File: src/rtl/cpu_pkg.sv
// Shared MIPS32 pipeline definitions.
//   REG_W / XLEN / REG_ZERO : register-number width, datapath width, hard-wired zero register
//   idex_t                  : data fields held in the ID/EX pipeline register
//   dst_hit()               : true when a writing stage targets a given non-zero source
package cpu_pkg;

    localparam int REG_W = 5;
    localparam int XLEN  = 32;
    localparam logic [REG_W-1:0] REG_ZERO = 5'd0;

    typedef struct packed {
        logic [XLEN-1:0]  pc;
        logic [XLEN-1:0]  opa;
        logic [XLEN-1:0]  opb;
        logic [XLEN-1:0]  imm;
        logic [REG_W-1:0] wdst;
        logic             wen;
        logic             is_load;
    } idex_t;

    // r0 never matches: it is constant zero and must not pick up forwarded data.
    function automatic logic dst_hit(input logic             wen,
                                     input logic [REG_W-1:0] dst,
                                     input logic [REG_W-1:0] src);
        return wen && (dst == src) && (src != REG_ZERO);
    endfunction

endpackage

File: src/rtl/operand_fetch_fwd_mux.sv
// Per-source operand selection and load-use hazard detection.
// Optional feature macro: WB_BYPASS_EN (adds the MEM/WB forwarding comparator).
// Ports:
//   i_src, i_uses                        source register and whether it is read
//   i_rf_data                            register-file read data
//   i_mem_wdst/wen/is_load, i_mem_data   EX/MEM producer
//   i_wb_wdst/wen, i_wb_data             MEM/WB producer (only with WB_BYPASS_EN)
//   i_ex_valid/wen/is_load, i_ex_wdst    instruction currently in ID/EX
//   o_operand                            selected operand value
//   o_load_hazard                        source depends on a load whose data is not ready
module fwd_mux
    import cpu_pkg::*;
(
    input  logic [REG_W-1:0] i_src,
    input  logic             i_uses,
    input  logic [XLEN-1:0]  i_rf_data,
    input  logic [REG_W-1:0] i_mem_wdst,
    input  logic             i_mem_wen,
    input  logic             i_mem_is_load,
    input  logic [XLEN-1:0]  i_mem_data,
`ifdef WB_BYPASS_EN
    input  logic [REG_W-1:0] i_wb_wdst,
    input  logic             i_wb_wen,
    input  logic [XLEN-1:0]  i_wb_data,
`endif
    input  logic             i_ex_valid,
    input  logic             i_ex_wen,
    input  logic             i_ex_is_load,
    input  logic [REG_W-1:0] i_ex_wdst,
    output logic [XLEN-1:0]  o_operand,
    output logic             o_load_hazard
);

    logic w_src_nz;
    logic w_mem_fwd;
    logic w_mem_load_dep;
    logic w_ex_load_dep;

    assign w_src_nz = (i_src != REG_ZERO);

    // A load in EX/MEM has no data yet (mem_data is its address), so it is
    // never forwarded; it is reported as a hazard instead.
    assign w_mem_fwd      = dst_hit(i_mem_wen, i_mem_wdst, i_src) && !i_mem_is_load;
    assign w_mem_load_dep = dst_hit(i_mem_wen, i_mem_wdst, i_src) && i_mem_is_load;
    assign w_ex_load_dep  = dst_hit(i_ex_valid && i_ex_wen, i_ex_wdst, i_src) && i_ex_is_load;

    assign o_load_hazard = i_uses && (w_ex_load_dep || w_mem_load_dep);

`ifdef WB_BYPASS_EN
    logic w_wb_fwd;
    assign w_wb_fwd = dst_hit(i_wb_wen, i_wb_wdst, i_src);
`endif

    // MEM is the younger producer, so it wins over WB.
    always_comb begin
        o_operand = i_rf_data;
        if (!w_src_nz) begin
            o_operand = '0;
        end else if (w_mem_fwd) begin
            o_operand = i_mem_data;
`ifdef WB_BYPASS_EN
        end else if (w_wb_fwd) begin
            o_operand = i_wb_data;
`endif
        end
    end

endmodule

File: src/rtl/operand_fetch.sv
// Decode-to-execute operand stage: register-file addressing, EX/MEM and
// MEM/WB forwarding, load-use stall insertion and the ID/EX register with a
// valid/ready handshake toward EX.
// Optional feature macro: WB_BYPASS_EN. Without it the WB comparator is
// absent and the register file (written on negedge) supplies WB results.
// Ports:
//   clk, rst (async, active-high), flush
//   in_*        decoded instruction and its handshake (in_valid / in_ready)
//   rf_addr_*   register-file read addresses, rf_data_* read data
//   mem_*, wb_* producer information from EX/MEM and MEM/WB
//   out_*       ID/EX register contents and handshake (out_valid / out_ready)
//   stall_cnt   saturating count of hazard-stall cycles
module operand_fetch
    import cpu_pkg::*;
#(
    parameter int CTRL_W = 16,
    parameter int CNT_W  = 16
) (
    input  logic              clk,
    input  logic              rst,
    input  logic              flush,
    input  logic              in_valid,
    output logic              in_ready,
    input  logic [XLEN-1:0]   in_pc,
    input  logic [REG_W-1:0]  in_rs,
    input  logic [REG_W-1:0]  in_rt,
    input  logic              in_uses_rs,
    input  logic              in_uses_rt,
    input  logic [XLEN-1:0]   in_imm,
    input  logic [REG_W-1:0]  in_wdst,
    input  logic              in_wen,
    input  logic              in_is_load,
    input  logic [CTRL_W-1:0] in_ctrl,
    output logic [REG_W-1:0]  rf_addr_a,
    output logic [REG_W-1:0]  rf_addr_b,
    input  logic [XLEN-1:0]   rf_data_a,
    input  logic [XLEN-1:0]   rf_data_b,
    input  logic [REG_W-1:0]  mem_wdst,
    input  logic              mem_wen,
    input  logic              mem_is_load,
    input  logic [XLEN-1:0]   mem_data,
    input  logic [REG_W-1:0]  wb_wdst,
    input  logic              wb_wen,
    input  logic [XLEN-1:0]   wb_data,
    output logic              out_valid,
    input  logic              out_ready,
    output logic [XLEN-1:0]   out_pc,
    output logic [XLEN-1:0]   out_opa,
    output logic [XLEN-1:0]   out_opb,
    output logic [XLEN-1:0]   out_imm,
    output logic [REG_W-1:0]  out_wdst,
    output logic              out_wen,
    output logic              out_is_load,
    output logic [CTRL_W-1:0] out_ctrl,
    output logic [CNT_W-1:0]  stall_cnt
);

    idex_t             r_idex_p1;
    logic [CTRL_W-1:0] r_ctrl_p1;
    logic              r_vld_p1;
    logic [CNT_W-1:0]  r_stall_cnt;

    logic [XLEN-1:0]   w_opa_p0;
    logic [XLEN-1:0]   w_opb_p0;
    logic              w_haz_a;
    logic              w_haz_b;
    logic              w_hazard;
    logic              w_xfer;

    assign rf_addr_a = in_rs;
    assign rf_addr_b = in_rt;

    fwd_mux u_fwd_a (
        .i_src         (in_rs),
        .i_uses        (in_uses_rs),
        .i_rf_data     (rf_data_a),
        .i_mem_wdst    (mem_wdst),
        .i_mem_wen     (mem_wen),
        .i_mem_is_load (mem_is_load),
        .i_mem_data    (mem_data),
`ifdef WB_BYPASS_EN
        .i_wb_wdst     (wb_wdst),
        .i_wb_wen      (wb_wen),
        .i_wb_data     (wb_data),
`endif
        .i_ex_valid    (r_vld_p1),
        .i_ex_wen      (r_idex_p1.wen),
        .i_ex_is_load  (r_idex_p1.is_load),
        .i_ex_wdst     (r_idex_p1.wdst),
        .o_operand     (w_opa_p0),
        .o_load_hazard (w_haz_a)
    );

    fwd_mux u_fwd_b (
        .i_src         (in_rt),
        .i_uses        (in_uses_rt),
        .i_rf_data     (rf_data_b),
        .i_mem_wdst    (mem_wdst),
        .i_mem_wen     (mem_wen),
        .i_mem_is_load (mem_is_load),
        .i_mem_data    (mem_data),
`ifdef WB_BYPASS_EN
        .i_wb_wdst     (wb_wdst),
        .i_wb_wen      (wb_wen),
        .i_wb_data     (wb_data),
`endif
        .i_ex_valid    (r_vld_p1),
        .i_ex_wen      (r_idex_p1.wen),
        .i_ex_is_load  (r_idex_p1.is_load),
        .i_ex_wdst     (r_idex_p1.wdst),
        .o_operand     (w_opb_p0),
        .o_load_hazard (w_haz_b)
    );

`ifndef WB_BYPASS_EN
    // WB results reach us through the register file in this build.
    logic w_unused_wb;
    assign w_unused_wb = ^{wb_wdst, wb_wen, wb_data};
`endif

    assign w_hazard = in_valid && (w_haz_a || w_haz_b);
    // flush is folded into in_ready so a squashed instruction never transfers.
    assign in_ready = !w_hazard && !flush && (!r_vld_p1 || out_ready);
    assign w_xfer   = in_valid && in_ready;

    // ---- ID -> EX boundary: ID/EX pipeline register ----
    always_ff @(posedge clk or posedge rst) begin
        if (rst) begin
            r_vld_p1  <= 1'b0;
            r_idex_p1 <= '0;
            r_ctrl_p1 <= '0;
        end else if (flush) begin
            r_vld_p1 <= 1'b0;
        end else if (w_xfer) begin
            r_vld_p1          <= 1'b1;
            r_idex_p1.pc      <= in_pc;
            r_idex_p1.opa     <= w_opa_p0;
            r_idex_p1.opb     <= w_opb_p0;
            r_idex_p1.imm     <= in_imm;
            r_idex_p1.wdst    <= in_wdst;
            r_idex_p1.wen     <= in_wen;
            r_idex_p1.is_load <= in_is_load;
            r_ctrl_p1         <= in_ctrl;
        end else if (out_ready) begin
            r_vld_p1 <= 1'b0;
        end
    end

    always_ff @(posedge clk or posedge rst) begin
        if (rst) begin
            r_stall_cnt <= '0;
        end else if (w_hazard && !flush && (r_stall_cnt != {CNT_W{1'b1}})) begin
            r_stall_cnt <= r_stall_cnt + 1'b1;
        end
    end

    assign out_valid   = r_vld_p1;
    assign out_pc      = r_idex_p1.pc;
    assign out_opa     = r_idex_p1.opa;
    assign out_opb     = r_idex_p1.opb;
    assign out_imm     = r_idex_p1.imm;
    assign out_wdst    = r_idex_p1.wdst;
    assign out_wen     = r_idex_p1.wen;
    assign out_is_load = r_idex_p1.is_load;
    assign out_ctrl    = r_ctrl_p1;
    assign stall_cnt   = r_stall_cnt;

endmodule
File: config.mk
export PLATFORM = sky130hd
export DESIGN_NAME = operand_fetch
export DESIGN_NICKNAME = d
export VERILOG_FILES = /design/src/rtl/cpu_pkg.sv /design/src/rtl/operand_fetch_fwd_mux.sv /design/src/rtl/operand_fetch.sv
export SDC_FILE = /design/constraint.sdc
export NUM_CORES = 1
export LEC_CHECK = 0
export ABC_AREA = 0
export ABC_CLOCK_PERIOD_IN_PS = 8200
export CAP_MARGIN = 0
export CORE_MARGIN = 10
export CORE_UTILIZATION = 30
export DETAILED_ROUTE_END_ITERATION = 6
export GPL_ROUTABILITY_DRIVEN = 1
export GPL_TIMING_DRIVEN = 0
export HOLD_SLACK_MARGIN = 0.12
export PLACE_DENSITY = 0.65
export RECOVER_POWER = 25
export SLEW_MARGIN = 10
export SYNTH_ARGS = -nofsm -noshare
export SYNTH_HDL_FRONTEND = slang
export SYNTH_SLANG_ARGS = --single-unit
File: constraint.sdc
create_clock -name clk -period 8.2 [get_ports clk]
set_input_delay 2.46 -clock clk [delete_from_list [all_inputs] [get_ports clk]]
set_output_delay 2.46 -clock clk [all_outputs]
set_load 0.02 [all_outputs]
==> run summary <==
HPWL Detailed - 23310 microns
CTS tree - done
status - finished, violations left
Area contributors post-synth - dfrtp_1, mux2_2, mux2i_1, o31ai_1, nand2_1
Worst-path clk slew - 0.07 ns
post-CTS setup buffers - 0
post-synthesis xor/xnor area fraction - 0.03942
Worst Path Required - 5.74 ns
Power Total - 2.654 mW
fin crit share - 0.9337
Layout area overhead - 64.96%
Slew @ Worst Pin - 3.574 ns
final hold vios - 0
FF-to-FF End - out_opa[22]$_DFFE_PP0P_
largest family of logic cells by synthesized area - multiplexers
Die ar. - 0.03193 sq mm
WHS Endpoint - out_opa[5]$_DFFE_PP0P_
cells on worst reg2reg path - 9
Adder-Cell Fraction of Synth Area - 0.001656
drt initial violations - 356
Routed WL - 28900 microns
worst-path maximum fanout - 4
Starting Density - 0.3026
fraction of layout cells with a size suffix above 1 - 0.1502
Hold Path Class - register to register
Setup crit end kind - output pin
Layout Cells excl Fill - 1343
Cell variety after synth - 42
Crit Path Class - input pin to output pin
vias in the first global route - 6777
H-Tree Level Count - 4
mux share of post-synthesis cell area - 0.2175
clk_lat worst skew - 0.43 ns
failing checks - capacitance limit, slew limit
Post-synth EDFFs - 0
DP Cell Count - 1310
DRC - 0
initial antenna violation count - 1
Synth Area in Simple Gates - 0.07618
cell count after synthesis - 594
CP Data Arrival Time - 5.20 ns
Via Count - 6275
Static Leakage - 5.073 nW
Netlist Area Pre-Place - 0.007555 sq mm
Mapped Nets - 840
FFs w/ async S/R, synth - 1.000
CTS Buffer Depth - 2
CTS buffer count - 17
# rows - 58
clock root buffer - clkbuf_16
top cell type's share of synthesized area - 0.5565
routed length per instance - 21.52 microns
sequential share of the synthesized area - 0.5565
R2R setup slack - 5.34 ns
Max-Cap Viols - 2
Power Density - 213.0 mW/mm^2
global route overflow - 0
worst hold start - out_opa[5]$_DFFE_PP0P_
# setup viols final - 0
RePlAce Congestion - 0.8230
DR vias/cell - 4.672
CTS Sinks - 168
worst clock skew - 0.01809 ns
TNS Setup - 0 ns
Max Fclk - 130.6 MHz
Final nets - 1245
Synth warnings - 0
Routed Antenna Nets - 0
Slew Viols, Final - 171
# IOs - 424
Core Area - 0.02496 sq mm
Startpoint Class - input pin
first-pass GRT wire length - 42500 microns
Hold Crit Depth - 2
Yosys reg bits - 168
largest area contributor in the netlist - dfrtp_1
RSZ-0062 raised after global routing - false
first-pass detailed-route iteration total - 4
Slew HR - -1.395
CTS resizes - 0
clock period minus final worst setup slack - 7.656 ns
Worst Setup SP - in_rt[2]
die height - 178.7 microns
Post-CTS Hold Buffers - 0
reg2reg start - out_wdst[2]$_DFFE_PP0P_
die width - 178.7 microns
Top FF cell, synth - dfrtp_1
largest net degree at the start of global routing - 90
number of I/O port buffers - 385
Tot GR Track Use - 0.1757
VDD IR-drop max - 0.1368 mV
complex-gate fraction of the synthesized area - 0.07188
Avg Cell Area, Syn - 12.72 sq um
[worst max-delay path by stage]
stage / slack (ns) / end / cells past startpoint
after floorplan: 1.19 / out_ctrl[0]$_DFFE_PP0P_ / 1
after global placement: -1.57 / out_wen$_DFFE_PP0P_ / 2
after detailed placement: 0.49 / in_ready / 7
after CTS: 0.48 / in_ready / 7
after global routing: 0.34 / in_ready / 7
final: 0.54 / in_ready / 7
[Yosys cell counts, types with 2 or more instances]
library cell / instances
or4_1: 3
nand2b_1: 4
and3_1: 2
clkbuf_1: 7
nor4b_1: 2
nor4_1: 3
nor3_1: 4
buf_2: 25
xor2_1: 30
xnor2_1: 4
nor2_1: 9
nand2_1: 71
buf_6: 3
buf_4: 10
nor2_4: 2
dfrtp_1: 168
o31ai_1: 64
mux2_2: 72
nor2b_1: 2
mux2_1: 17
inv_1: 5
mux2i_1: 64
nor4b_2: 2
nand3_1: 3
[power by group]
group          internal [mW]  total, mW  switching (mW)
Clock                  0.470      0.862           0.392
Combinational          0.403      0.767           0.364
Sequential             0.953       1.03          0.0721
[final cells by class]
type	count	area [sq um]
repair buffers	386	3859
diodes	1	2.502
clock buffers	17	425.4
inverters	5	20.02
well taps	330	412.9
multi-input cells	376	3072
flip-flops and latches	168	4204
plain buffers	45	260.3
clock inverters	15	206.4
fillers	2304	12500
[worst max-delay path: stages]
cell	delay, ns
clkdlybuf4s50_1	0.54
xor2_1	0.22
nor4_1	0.49
nor4b_1	0.54
o211ai_2	0.18
and3_1	0.17
clkdlybuf4s50_1	0.59
[cell usage in the layout, fill, tap and decap left out, types with 3 or more instances in the layout]
master and count:
clkdlybuf4s50_1 384, dfrtp_1 168, mux2_2 72, nand2_1 71, mux2i_1 64, o31ai_1 64, xor2_1 30, buf_2 25
mux2_1 17, clkbuf_16 17, buf_4 10, nor2_1 9, clkbuf_1 7, nand2b_1 4, inv_1 4, nor3_1 4
xnor2_1 4, inv_8 4, nor4_1 3, nand3_1 3, or4_1 3, buf_6 3, inv_6 3, clkinv_4 3
clkinv_8 3
[state kept, by name (all words and copies together) (netlist names), 5 cells and up]
register   count
out_imm       32
out_opa       32
out_opb       32
out_pc        32
out_ctrl      16
stall_cnt     16
out_wdst       5
[cells by family (layout without fill, tap and decap cells)]
family / after synthesis / in the layout
adders and majority gates: 1 / 1
DFF: 168 / 168
buffers and inverters: 50 / 468
xor gates and xnor gates: 34 / 34
and+or+nand+nor: 116 / 116
AOI/OAI and AO/OA: 72 / 72
other: 0 / 1
muxes: 153 / 153
[metrics by stage]
step | hold slack, ns | setup WS [ns] | util | instance area, sq um
4_1_cts | 0.4816 | 0.4826 | 0.5003 | 12490
3_5_place_dp | 0.4659 | 0.4875 | 0.4749 | 11860
2_1_floorplan | 0.5843 | 1.193 | - | 7555
3_3_place_gp | 0.4584 | -1.568 | 0.4735 | 11820
6_report | 0.4786 | 0.5440 | 0.4992 | 12460
5_1_grt | 0.4978 | 0.3366 | 0.4992 | 12460
[metal layers]
metal,GRT usage,wire length [microns]
met5,0,0
met4,0.04065,290
met3,0.07645,3056
met2,0.2962,13980
met1,0.2017,11570
(Power assumes the default switching activity.)
==> edit: new RTL, same settings <==
The package constant `REG_ZERO` goes from 5'd0 to 5'd1.
--- a/src/rtl/cpu_pkg.sv
+++ b/src/rtl/cpu_pkg.sv
@@ -6,7 +6,7 @@
 
     localparam int REG_W = 5;
     localparam int XLEN  = 32;
-    localparam logic [REG_W-1:0] REG_ZERO = 5'd0;
+    localparam logic [REG_W-1:0] REG_ZERO = 5'd1;
 
     typedef struct packed {
         logic [XLEN-1:0]  pc;
Function: changed (a bounded check fails within 4 cycles, from zero or initial values and one cycle with rst high).
==> edit against the original RTL <==
The flow still finishes with violations (capacitance limit, slew limit). Final area up 1.7%. Synthesized cell count up 0.17%. First-iteration DRC count down 13%. Largest power group unchanged. Setup slack worse by 0.27 ns. Routed wire length down 0.48%. Sequential cell count unchanged. Highest routed layer unchanged. Global-route usage down 0.39 points. Area after synthesis up 2.9%. Power up 0.95%. Final cell count up 0.22%.
==> edit: results (changes against the original RTL) <==
Max_cap viols: 2 (unchanged)
Setup WS pre-CTS: 0.0747 ns (-0.413 ns)
First-pass GRT wire length: 43400 µm (+2.1%)
Placed cell areas: 0.0121 mm² (+1.8%)
Outcome: finished, violations left
Skew final: 0.0141 ns (-0.00399 ns)
DRT iter0 DRCs: 309 (-13%)
Number of global-route vias before repair: 6743 (-0.50%)
Final nets: 1249 (+0.32%)
Fin. max-slew vios: 171 (unchanged)
R2R Path Start: out_wdst[0]
DP Cell Count: 1311 (+0.076%)
Failing checks: capacitance limit, slew limit
Setup slack, reg-to-reg: 5.10 ns (-0.24 ns)
Fill cells: 2291 (-0.56%)
Delay-heaviest family, CP: buffers and inverters
Largest net degree at the start of global routing: 91 (+1.1%)
P_leak: 5.16 nW (+1.6%)
ANT cells: 0 (-1)
Vias: 6097 (-2.8%)
Worst-case reg-to-reg path depth: 8 (-1)
Design area: 0.0127 mm² (+1.7%)
Synth area leaders: dfrtp_1, mux2_1, mux2_2
Post-route setup slack: 0.273 ns (-0.271 ns)
Routability cong.: 0.786 (-4.5%)
Layout cells sized above 1: 12.7% (-2.3 points)
Sequential-to-total area share from yosys stat: 54.1% (-1.6 points)
Worst Setup SP: in_rs[2]
Min Hold Slack: 0.488 ns (+0.00935 ns)
R2R Path End: out_opb[19]
Power Dens Cells: 211 mW/mm² (-0.75%)
Comb pwr: 818 µW (+6.6%)
DR WL/cell: 21.4 µm (-0.70%)
-- edit: cell type report --
| class | count | share of cell area [%] |
|---|---|---|
| clock buffers | 17 | 3.36 |
| inverters | 2 | 0.0691 |
| repair buffers | 389 | 30.6 |
| well taps | 330 | 3.26 |
| multi-input cells | 383 | 26.4 |
| clock inverters | 15 | 1.44 |
| flip-flops and latches | 168 | 33.2 |
| plain buffers | 42 | 1.70 |
-- edit: per-layer routing --
layer / track usage, % / part of all wire (%)
met1: 19.2 / 40
met2: 29.3 / 50
met3: 8.03 / 9.9
met4: 3.51 / 0.73
met5: 0 / 0
-- edit: kinds of logic after synthesis --
group	count (synthesis)	share of synthesized area, %
compound gates	20	1.92
fa+ha+maj	1	0.161
xor+xnor	35	3.94
simple gates	111	6.76
flops	168	54.1
mux	216	30.3
buf+inv	44	2.87
-- edit: repair_timing --
action	in CTS	in global routing
setup endpoints to repair	0	1
buffers inserted	0	3
hold buffers	0	0
resized for setup	0	0
